[src/rtl/shift194_ctrl.sv]
// Sequencer for a downstream 74LS194 universal shift register: loads a seed,
// then issues prescaled ring / Johnson / bounce shift codes until stopped.
module shift194_ctrl #(
  parameter int unsigned PRESCALE = 4
) (
  input  logic       clk,
  input  logic       CR,
  input  logic       start,
  input  logic       stop,
  input  logic [1:0] mode,
  input  logic [3:0] seed,
  input  logic [3:0] steps,
  input  logic       QA,
  input  logic       QD,
  output logic       S1,
  output logic       S0,
  output logic       SR,
  output logic       SL,
  output logic       A,
  output logic       B,
  output logic       C,
  output logic       D,
  output logic       busy,
  output logic       done
);

  localparam int unsigned CW = 8;
  localparam logic [CW-1:0] PMAX = CW'(PRESCALE - 1);

  localparam logic [1:0] M_RING_R  = 2'b00;
  localparam logic [1:0] M_RING_L  = 2'b01;
  localparam logic [1:0] M_JOHNSON = 2'b10;
  localparam logic [1:0] M_BOUNCE  = 2'b11;

  localparam logic [1:0] C_HOLD  = 2'b00;
  localparam logic [1:0] C_RIGHT = 2'b01;
  localparam logic [1:0] C_LEFT  = 2'b10;
  localparam logic [1:0] C_LOAD  = 2'b11;

  typedef enum logic [1:0] {IDLE, LOAD, RUN} state_t;

  state_t        state;
  logic [CW-1:0] cnt;
  logic [1:0]    mode_q;
  logic [3:0]    steps_q;
  logic [3:0]    leg;
  logic          dir;      // bounce direction: 0 right, 1 left
  logic [1:0]    code_q;
  logic [3:0]    data_q;

  logic [CW-1:0] cnt_n;
  logic [3:0]    leg_n;
  logic          dir_n;
  logic          shift_now;
  logic          leg_term;

  assign {S1, S0}     = code_q;
  assign {A, B, C, D} = data_q;

  function automatic logic [1:0] shift_code(input logic [1:0] m, input logic d);
    logic [1:0] c;
    c = C_RIGHT;
    if (m == M_RING_L || (m == M_BOUNCE && d)) c = C_LEFT;
    return c;
  endfunction

  // Next counter values; the leg counter only advances on shift cycles.
  always_comb begin
    shift_now = (state == RUN) && (cnt == PMAX);
    leg_term  = (leg == steps_q - 4'd1);
    cnt_n     = (cnt == PMAX) ? '0 : cnt + CW'(1);
    leg_n     = leg;
    dir_n     = dir;
    if (shift_now && mode_q == M_BOUNCE) begin
      leg_n = leg_term ? 4'd0 : leg + 4'd1;
      dir_n = leg_term ? ~dir : dir;
    end
  end

  // Serial inputs follow the captured mode; unused input is held low.
  always_comb begin
    SR = 1'b0;
    SL = 1'b0;
    if (state == RUN) begin
      case (mode_q)
        M_RING_R:  SR = QD;
        M_RING_L:  SL = QA;
        M_JOHNSON: SR = ~QD;
        default: begin
          if (dir) SL = QA;
          else     SR = QD;
        end
      endcase
    end
  end

  always_ff @(posedge clk or negedge CR) begin
    if (!CR) begin
      state   <= IDLE;
      cnt     <= '0;
      mode_q  <= 2'b00;
      steps_q <= 4'd0;
      leg     <= 4'd0;
      dir     <= 1'b0;
      code_q  <= C_HOLD;
      data_q  <= 4'b0000;
      busy    <= 1'b0;
      done    <= 1'b0;
    end else begin
      done <= 1'b0;
      case (state)
        IDLE: begin
          if (start && !stop) begin
            state   <= LOAD;
            code_q  <= C_LOAD;
            data_q  <= seed;
            mode_q  <= mode;
            steps_q <= steps;
            cnt     <= '0;
            leg     <= 4'd0;
            dir     <= 1'b0;
            busy    <= 1'b1;
          end
        end
        LOAD, RUN: begin
          if (stop) begin
            state  <= IDLE;
            code_q <= C_HOLD;
            cnt    <= '0;
            leg    <= 4'd0;
            dir    <= 1'b0;
            busy   <= 1'b0;
            done   <= 1'b1;
          end else if (state == LOAD) begin
            state  <= RUN;
            cnt    <= '0;
            code_q <= (PMAX == '0) ? shift_code(mode_q, dir) : C_HOLD;
          end else begin
            cnt    <= cnt_n;
            leg    <= leg_n;
            dir    <= dir_n;
            code_q <= (cnt_n == PMAX) ? shift_code(mode_q, dir_n) : C_HOLD;
          end
        end
        default: state <= IDLE;
      endcase
    end
  end

endmodule

[config.mk]
export PLATFORM = sky130hd
export DESIGN_NAME = shift194_ctrl
export DESIGN_NICKNAME = d
export VERILOG_FILES = /design/src/rtl/shift194_ctrl.sv
export SDC_FILE = /design/constraint.sdc
export NUM_CORES = 1
export LEC_CHECK = 0
export CORE_MARGIN = 2
export CORE_UTILIZATION = 34
export CTS_BUF_LIST = sky130_fd_sc_hd__clkbuf_8
export CTS_CLUSTER_SIZE = 20
export DETAILED_ROUTE_END_ITERATION = 7
export GPL_ROUTABILITY_DRIVEN = 0
export PLACE_DENSITY_LB_ADDON = 0.2
export SYNTH_ARGS = -nofsm -noshare
export SYNTH_HDL_FRONTEND = slang
export SYNTH_SLANG_ARGS = --single-unit
[constraint.sdc]
create_clock -name clk -period 2.85 [get_ports clk]
set_input_delay 0.57 -clock clk [delete_from_list [all_inputs] [get_ports clk]]
set_output_delay 0.57 -clock clk [all_outputs]
set_load 0.01 [all_outputs]
==> results.cfg <==
[status]
run_status = finished, final reports clean

[cells_and_area]
syn_to_final_growth_pct = 23.78
design_area_um2 = 2130
final.fill_count = 470
multi_input_area_um2 = 915.9
diodes = 0
most-common-layout-cells = 29 x sky130_fd_sc_hd__dfrtp_1, 25 x sky130_fd_sc_hd__clkdlybuf4s50_1, 17 x sky130_fd_sc_hd__o21ai_0
final_common_cell = sky130_fd_sc_hd__dfrtp_1
seq_area_um2 = 725.7
drive_above_1_share = 0.1471
final_nets = 228

[pwr]
reported_leakage_power_uw = 0.0008832
cell_pwr_density_nw_per_um2 = 830.3
total_power_uw = 1768
power.ir.vdd_worst_v = 0.0003594

[hold_path]
hold_path_startpoint = busy
holdCritPathClass = register to register

[sta]
final.setup.tns_ns = 0
setup_violations = 0
slew_violations = 0
max-slew-margin-rel = 0.6849
clock_skew_ns = 0.005266
grt_setup_unrepaired = no
final.hold.worst_slack_ns = 0.4977
report.final.hold_viol_count = 0
layout_setup_ws_ns = 0.2990
period_minus_slack_ns = 2.551
final.period_utilization = 0.8951
worst_slew_pin_slew_ns = 0.4715
max_freq_mhz = 392.0

[die]
core_region_area_um2 = 4786
rows = 25
design.die.area_um2 = 5645
die_span_y_um = 75.14
top_level_ports = 26
chip_width_um = 75.14
initial_utilization = 0.3595

[cts]
number_of_buffers_added_by_the_clock_tree_synthesis_step = 5
worstSkewPairLatency_ns = 0.28
cts_sinks = 29
post_cts_resize_count = 0
setup_repair_bufs_after_cts = 0
max-clock-path-buffers = 2
ctsHoldBuffers = 0
htree_num_levels = 2
cts.root.buffer_cell = sky130_fd_sc_hd__clkbuf_8
register_clock_pin_slew_on_the_reported_worst_setup_and_hold_paths_ns = 0.06
tritoncts = done

[critical_path]
worst_setup_path_type = input pin to primary output
cp.required_ns = 2.28
critPathLaunchType = input pin
worst_path_dominant_cell_family = buffers and inverters
max_stage_delay_ns = 0.55
worstSetupEndpointType = primary output
worst-path-max-fanout = 3
timing.critical_path.buf_inv = 2
crit_path_top_delay_cell = sky130_fd_sc_hd__clkdlybuf4s50_1
regToRegStartpoint = cnt[0]
worst_path_most_repeated_cell = sky130_fd_sc_hd__clkdlybuf4s50_1
worst-endpoint-arrival_ns = 1.98
worstPathCellList = clkdlybuf4s50_1, nand3_1, o21ai_0, a22oi_1, nor2_1, clkdlybuf4s50_1
critical_path.startpoint = QD

[yosys]
syn-num-nets = 198
ys_seq_elements = 29
number_of_synthesized_flops_with_an_enable_pin = 0
netlist_area_um2 = 1720
synth_cells = 174
syn-mean-instance-area_um2 = 9.887
synth.largest_area_cell = sky130_fd_sc_hd__dfrtp_1
synth_seq_area_share = 0.4218
yosys_warnings = 0
yosys-top-cells-area = sky130_fd_sc_hd__dfrtp_1 42%, sky130_fd_sc_hd__mux2_2 6.5%, sky130_fd_sc_hd__ha_1 5.8%
netlist.area_leader.share = 0.4218
synth_top_flop_cell = sky130_fd_sc_hd__dfrtp_1
async_reset_ff_frac = 1.000
synth_cell_type_count = 48

[placement]
preCtsSetupSlack_ns = 0.3067
place.port_buffers = 25
detailedPlacementHpwl_mm = 2.773
instance_area_after_placement_um2 = 2043

[drt]
drt_iter0_markers = 42
drc_errors = 0
detailedRoute.firstPassIterationCount = 4
wl_mm = 3.718
drt-vias-per-instance = 5.037
vias = 1365
routedWlPerCell_um = 13.72
ant_nets = 0

[grt]
grt_pass1_vias = 1371
globalRoute.totalOverflow = 0
grt_first_pass_wirelength_mm = 6.458
maximum_number_of_pins_on_one_net_before_global_route_repair = 30
number_of_antenna_violations_at_the_first_check_in_global_routing = 0
grt_util_all_layers = 0.1546

[run]
timing.max_cap.violations = 0
-- per-layer routing --
metal | track usage | vias up | routed length, um
met4 | 0.05848 | 0 | 38
met2 | 0.2524 | 33 | 1779
met5 | 0 | - | 0
met3 | 0.04819 | 4 | 203
li1 | - | 682 | -
met1 | 0.1922 | 646 | 1697
-- synthesized netlist by cell type (3+ instances only) --
master                     instances
sky130_fd_sc_hd__dfrtp_1          29
sky130_fd_sc_hd__nor3_1            6
sky130_fd_sc_hd__o21ai_0          17
sky130_fd_sc_hd__xnor2_1           6
sky130_fd_sc_hd__ha_1              8
sky130_fd_sc_hd__o21ai_1           3
sky130_fd_sc_hd__nand3_1           8
sky130_fd_sc_hd__clkbuf_1          3
sky130_fd_sc_hd__inv_1            12
sky130_fd_sc_hd__a21oi_1           4
sky130_fd_sc_hd__nor3_2            3
sky130_fd_sc_hd__nor2_1            7
sky130_fd_sc_hd__nand2_1          13
sky130_fd_sc_hd__mux2_2           10
sky130_fd_sc_hd__nand2b_1          4
-- path summary, 6_finish.rpt --
kind | to | slack [ns] | depth (start not counted)
min in group asynchronous | cnt[0] | 0.68 | 2
worst min register to register | busy | 0.50 | 1
worst min-delay path | busy | 0.50 | 1
worst max-delay path | SR | 0.30 | 6
worst max register to register | code_q[0] | 0.67 | 6
max in group asynchronous | done | 1.89 | 2
-- layout make-up --
class / instances / share of cell area
Multi-Input combinational cell: 128 / 0.4301
Clock inverter: 1 / 0.001763
Inverter: 12 / 0.02115
Sequential cell: 29 / 0.3408
Tap cell: 67 / 0.03937
Clock buffer: 6 / 0.03878
Timing Repair Buffer: 28 / 0.1281
-- kinds of logic (layout without fill, tap and decap cells) --
logic type      after synthesis  after routing  share of synthesized area
simple gates                 60             60                     0.2007
compound gates               42             42                     0.1586
flops                        29             29                     0.4218
buf+inv                      17             47                    0.04581
mux                          10             10                    0.06546
fa+ha+maj                     8              8                    0.05818
xor+xnor                      8              8                    0.04945
-- registers in the layout, indices dropped and copies added, names as in the netlist --
name	flops
leg	4
cnt	8
busy	1
steps_q	4
code_q	2
done	1
state	2
data_q	4
dir	1
mode_q	2
-- stage by stage --
stage | util | std cells
4_1_cts | 0.4450 | 271
3_5_place_dp | 0.4269 | 264
3_3_place_gp | 0.4269 | 264
2_1_floorplan | - | 174
6_report | 0.4450 | 271
5_1_grt | 0.4450 | 271
-- report_power, final --
part           switching, uW  leakage, uW  internal (uW)  total, uW
logic                    382     0.000463            400        782
registers                110     0.000371            537        647
clock network            152    0.0000485            187        339
-- worst reg2reg max path, delay by kind of cell (launching register included) --
kind                     cells  cell delay [ns]
AO/OA/AOI/OAI                2             0.41
adder cells (fa/ha/maj)      1             0.28
AND/OR/NAND/NOR              3             0.94
flip-flops                   1             0.43
Power figures use the tool's default switching activity.
==> variant 1 (config.mk and constraints unchanged) <==
Register the output `S1`; this adds one clock of latency there. The other outputs are not delayed to match.
--- a/src/rtl/shift194_ctrl.sv
+++ b/src/rtl/shift194_ctrl.sv
@@ -40,4 +40,6 @@
   typedef enum logic [1:0] {IDLE, LOAD, RUN} state_t;
 
+  logic S1_d;
+
   state_t        state;
   logic [CW-1:0] cnt;
@@ -55,5 +57,5 @@
   logic          leg_term;
 
-  assign {S1, S0}     = code_q;
+  assign {S1_d, S0}     = code_q;
   assign {A, B, C, D} = data_q;
 
@@ -148,4 +150,8 @@
   end
 
+  always_ff @(posedge clk) begin
+    S1 <= S1_d;
+  end
+
 endmodule
 
Formal check against the unedited RTL: not equivalent (Yosys sat finds a counterexample within 4 cycles, from zero or initial values).
==> variant 1 against the original RTL <==
Wire length rose by 4.8%. Area after synthesis rose by 1.7%. Worst hold slack got worse by 120 ps. Combinational power rose by 3.8%. Sequential power rose by 3.9%. Sequential cell count rose by 1. Clock power rose by 29%. Non-clock buffer count rose by 1. Critical path type unchanged. Count of clock-buffer cells in the layout did not move. Worst setup slack got worse by 18 ps. First-iteration DRC count rose by 98%. Cell area rose by 3.7%. Power rose by 8.7%.
==> variant 1: results (changes against the original RTL) <==
----------------------------------------------------
[Pwr]
  Leakage power ... 0.902 nW (was 0.883 nW)
  Switching power share of the total ... 34.9% (was 36.4%)
  Worst vdd ir ... 0.000448 V (was 0.000359 V)
  Sequential cell fraction of total power ... 35.0% (was 36.6%)
  Clock power share ... 22.8% (was 19.2%)
  PD cells ... 870 nW/um^2 (was 830 nW/um^2)

[Critical path]
  R2r startpoint ... state[1] (was cnt[0])
  Register-to-register path setup slack ... 690 ps (was 670 ps)
  Crit Reg-Reg Endpoint ... cnt[4] (was code_q[0])
  Worst endpoint data arrival time ... 2000 ps (was 1980 ps)
  Reg2Reg Depth ... 7 (was 6)

[Global route]
  M3 GR Usage ... 4.89% (was 4.82%)
  First-pass GRT wire length ... 6480 um (was 6460 um)
  Total Routing Usage GR ... 15.3% (was 15.5%)
  Global Route met2 Usage ... 24.4% (was 25.2%)
  Met1 usage in global routing ... 18.9% (was 19.2%)

[Synth]
  Most instantiated cells after synthesis ... 29 x sky130_fd_sc_hd__dfrtp_1, 12 x sky130_fd_sc_hd__inv_1, 12 x sky130_fd_sc_hd__mux2_2, 12 x sky130_fd_sc_hd__nand2_1, 12 x sky130_fd_sc_hd__o21ai_0 (was 29 x sky130_fd_sc_hd__dfrtp_1, 17 x sky130_fd_sc_hd__o21ai_0, 13 x sky130_fd_sc_hd__nand2_1)
  Synthesized-area fraction occupied by ao, oa, aoi and oai cells ... 17.1% (was 15.9%)
  Async SR Flop Fraction ... 96.7% (was 100%)
  Post-Synth XOR/XNOR Area ... 3.29% (was 4.95%)
  Mux contribution to synthesized area ... 8.86% (was 6.55%)
  Cell types with the largest area share after synthesis ... sky130_fd_sc_hd__dfrtp_1 41%, sky130_fd_sc_hd__mux2_2 7.7%, sky130_fd_sc_hd__ha_1 5.7%, sky130_fd_sc_hd__o21ai_0 3.4%, sky130_fd_sc_hd__a21oi_1 2.9% (was sky130_fd_sc_hd__dfrtp_1 42%, sky130_fd_sc_hd__mux2_2 6.5%, sky130_fd_sc_hd__ha_1 5.8%, sky130_fd_sc_hd__o21ai_0 4.9%, sky130_fd_sc_hd__xnor2_1 3.1%)
  Netlist cell types ... 50 (was 48)
  Fraction of the yosys area taken by sequential cells ... 42.6% (was 42.2%)
  Post-Synth Adder-Cell Area ... 5.72% (was 5.82%)

[Worst hold path]
  WHS Path Cells ... 0 (was 1)
  End point of the most critical hold path ... S1 (was busy)
  Worst min-delay path startpoint ... code_q[1] (was busy)

[Route]
  Drt first-iter violations ... 83 (was 42)
  M1 WL ... 1750 um (was 1700 um)
  Count of vias placed by the detailed router ... 1420 (was 1365)
  Total wire length ... 3900 um (was 3720 um)

[Final layout]
  Share of final-layout standard cells stronger than drive strength 1 ... 15.5% (was 14.7%)
  NumNets Final ... 229 (was 228)

[Place]
  Final HPWL DP ... 2900 um (was 2770 um)

[STA]
  Worst-case clock skew ... 4.34 ps (was 5.27 ps)
  Rel. slew slack ... 54.5% (was 68.5%)

[Run status]
  Outcome ... finished, final reports clean (unchanged)

----------------------------------------------------
## variant 1: cell count changes after synthesis, moves of 3 or more
cell                      unedited run  this run
sky130_fd_sc_hd__xnor2_1             6         2
sky130_fd_sc_hd__a21oi_1             4        10
sky130_fd_sc_hd__o21ai_0            17        12
sky130_fd_sc_hd__nor2b_1             2         5
## variant 1: cell type report
| cell class | instances | area (sq um) |
|---|---|---|
| Fill cell | 499 | 2830 |
| Inverter | 12 | 45.0 |
| Clock buffer | 6 | 82.6 |
| Multi-Input combinational cell | 127 | 933 |
| Sequential cell | 30 | 746 |
| Timing Repair Buffer | 29 | 280 |
| Clock inverter | 2 | 33.8 |
| Tap cell | 70 | 87.6 |
## variant 1: worst max-delay path, cell delays in order
cell and delay, ps:
sky130_fd_sc_hd__clkdlybuf4s50_1 500, sky130_fd_sc_hd__nand3_1 80, sky130_fd_sc_hd__o21ai_0 90, sky130_fd_sc_hd__a22oi_1 110, sky130_fd_sc_hd__nor2b_1 120, sky130_fd_sc_hd__clkdlybuf4s50_1 540
## variant 1: kinds of logic (layout without fill, tap and decap cells)
group	after synthesis	count (layout)
adder cells (fa/ha/maj)	8	8
AND/OR/NAND/NOR	54	54
flip-flops	30	30
buffers and inverters	17	49
AO/OA/AOI/OAI	46	46
multiplexers	14	14
XOR/XNOR	5	5
## variant 1: per-stage QoR
| step | area, sq um | utilization [%] | std cells | worst slack, ps | hold WS, ps |
|---|---|---|---|---|---|
| 2_1_floorplan | 1750 | - | 174 | 1020 | 274 |
| 3_3_place_gp | 2090 | 41.5 | 268 | 315 | 359 |
| 3_5_place_dp | 2090 | 41.5 | 268 | 298 | 364 |
| 4_1_cts | 2210 | 43.8 | 276 | 279 | 380 |
| 5_1_grt | 2210 | 43.8 | 276 | 206 | 389 |
| 6_report | 2210 | 43.8 | 276 | 281 | 376 |
==> variant 2 (same settings) <==
Made on the original files. Change the localparam `CW` from 8 to 9.
--- a/src/rtl/shift194_ctrl.sv
+++ b/src/rtl/shift194_ctrl.sv
@@ -25,5 +25,5 @@
 );
 
-  localparam int unsigned CW = 8;
+  localparam int unsigned CW = 9;
   localparam logic [CW-1:0] PMAX = CW'(PRESCALE - 1);
 
Formal check against the unedited RTL: no difference found for any inputs over 10 cycles, from zero or initial values; that may be too few to reach the edited logic, so the function may still have changed.
==> variant 2 against the original RTL <==
Synthesized cell count grew 3.4%. Sequential cell count is 1 higher. Power rose by 8.1%. Cell area up 4.3%. Worst setup slack worse by 7.0 ps. Area after synthesis increased by 5.5%. Final cell count rose by 2.6%. Wire length grew 0.86%.
==> variant 2: results (changes against the original RTL) <==
----------------------------------------------------
[Run status]
  Outcome ... finished, final reports clean (unchanged)

[Global route]
  Total Routing Usage GR ... 13.7% (was 15.5%)
  Global Route met2 Usage ... 21.1% (was 25.2%)
  Maximum number of pins on one net before global-route repair ... 31 (was 30)
  M3 GR Usage ... 3.65% (was 4.82%)
  Met1 usage in global routing ... 19.2% (about the same)

[Synth]
  Most instantiated cells after synthesis ... 30 x sky130_fd_sc_hd__dfrtp_1, 14 x sky130_fd_sc_hd__nand2_1, 14 x sky130_fd_sc_hd__o21ai_0 (was 29 x sky130_fd_sc_hd__dfrtp_1, 17 x sky130_fd_sc_hd__o21ai_0, 13 x sky130_fd_sc_hd__nand2_1)
  Post-Synth XOR/XNOR Area ... 4.21% (was 4.95%)
  Post-Synth Adder-Cell Area ... 4.83% (was 5.82%)
  Cell types with the largest area share after synthesis ... sky130_fd_sc_hd__dfrtp_1 41%, sky130_fd_sc_hd__mux2_2 6.8%, sky130_fd_sc_hd__ha_1 4.8%, sky130_fd_sc_hd__o21ai_0 3.9%, sky130_fd_sc_hd__nand2_1 2.9% (was sky130_fd_sc_hd__dfrtp_1 42%, sky130_fd_sc_hd__mux2_2 6.5%, sky130_fd_sc_hd__ha_1 5.8%, sky130_fd_sc_hd__o21ai_0 4.9%, sky130_fd_sc_hd__xnor2_1 3.1%)
  Syn_nets ... 203 (was 198)
  Synthesized-area fraction occupied by ao, oa, aoi and oai cells ... 15.8% (was 15.9%)

[Final layout]
  NumNets Final ... 230 (was 228)
  Multi-input gates ... 133 (was 128)
  Share of final-layout standard cells stronger than drive strength 1 ... 16.8% (was 14.7%)
  Inverters excl. clock ... 10 (was 12)
  Layout clock buffers ... 5 (was 6)
  Non-Clock Buffer Count ... 27 (was 28)
  Filler Cells Inserted ... 527 (was 470)
  Largest register FFs ... 9 (was 8)

[Critical path]
  R2r startpoint ... state[0] (was cnt[0])
  Register-to-register path setup slack ... 620 ps (was 670 ps)
  Reg2Reg Depth ... 7 (was 6)

[Route]
  Drt first-iter violations ... 116 (was 42)
  Total wire length ... 3750 um (was 3720 um)
  Count of vias placed by the detailed router ... 1418 (was 1365)

[STA]
  Hold slack ... 502 ps (was 498 ps)
  Worst-case clock skew ... 10.5 ps (was 5.27 ps)
  Rel. slew slack ... 64.1% (was 68.5%)

[Place]
  Final HPWL DP ... 2730 um (was 2770 um)

[Pwr]
  Leakage power ... 0.941 nW (was 0.883 nW)

----------------------------------------------------
## variant 2: cell types whose count changed in the layout (fill, tap and decap cells not counted), moves of 3 or more
cell | before | now
sky130_fd_sc_hd__o21ai_0 | 17 | 14
sky130_fd_sc_hd__nand4_1 | 0 | 3
sky130_fd_sc_hd__nor2_1 | 7 | 10
sky130_fd_sc_hd__a22o_1 | 0 | 3
sky130_fd_sc_hd__inv_1 | 13 | 10
sky130_fd_sc_hd__a21oi_1 | 4 | 7
sky130_fd_sc_hd__nor3_2 | 3 | 0
## variant 2: metal layers
layer	wire (um)	part of all wire (%)
met3	182	4.9
met1	1820	49
met2	1730	46
met5	0	0
met4	15	0.40
## variant 2: worst min path at each step
stage	startpoint	endpoint	depth (start not counted)
6_report	busy	busy	1
5_1_grt	busy	busy	1
4_1_cts	busy	busy	1
3_5_place_dp	busy	busy	1
3_3_place_gp	busy	busy	1
2_1_floorplan	CR	busy	0
## variant 2: power by group
| part | leakage (nW) | switching, mW | internal [mW] | total [mW] |
|---|---|---|---|---|
| clock | 0.0504 | 0.177 | 0.260 | 0.437 |
| combinational | 0.506 | 0.396 | 0.415 | 0.811 |
| sequential | 0.385 | 0.111 | 0.552 | 0.663 |
| total | 0.941 | 0.684 | 1.23 | 1.91 |
## variant 2: critical path: cells and delay by family
family          cells  cell delay (ps)
simple gates        2              190
compound gates      2              190
buf+inv             2             1030
## variant 2: stage by stage
stage / cells / cell area, sq um / setup slack, ps / util (%)
after global routing: 278 / 2220 / 231 / 43.2
final: 278 / 2220 / 292 / 43.2
after CTS: 278 / 2220 / 295 / 43.2
after global placement: 270 / 2110 / 318 / 41.0
after detailed placement: 270 / 2110 / 274 / 41.0
after floorplan: 180 / 1810 / 855 / -
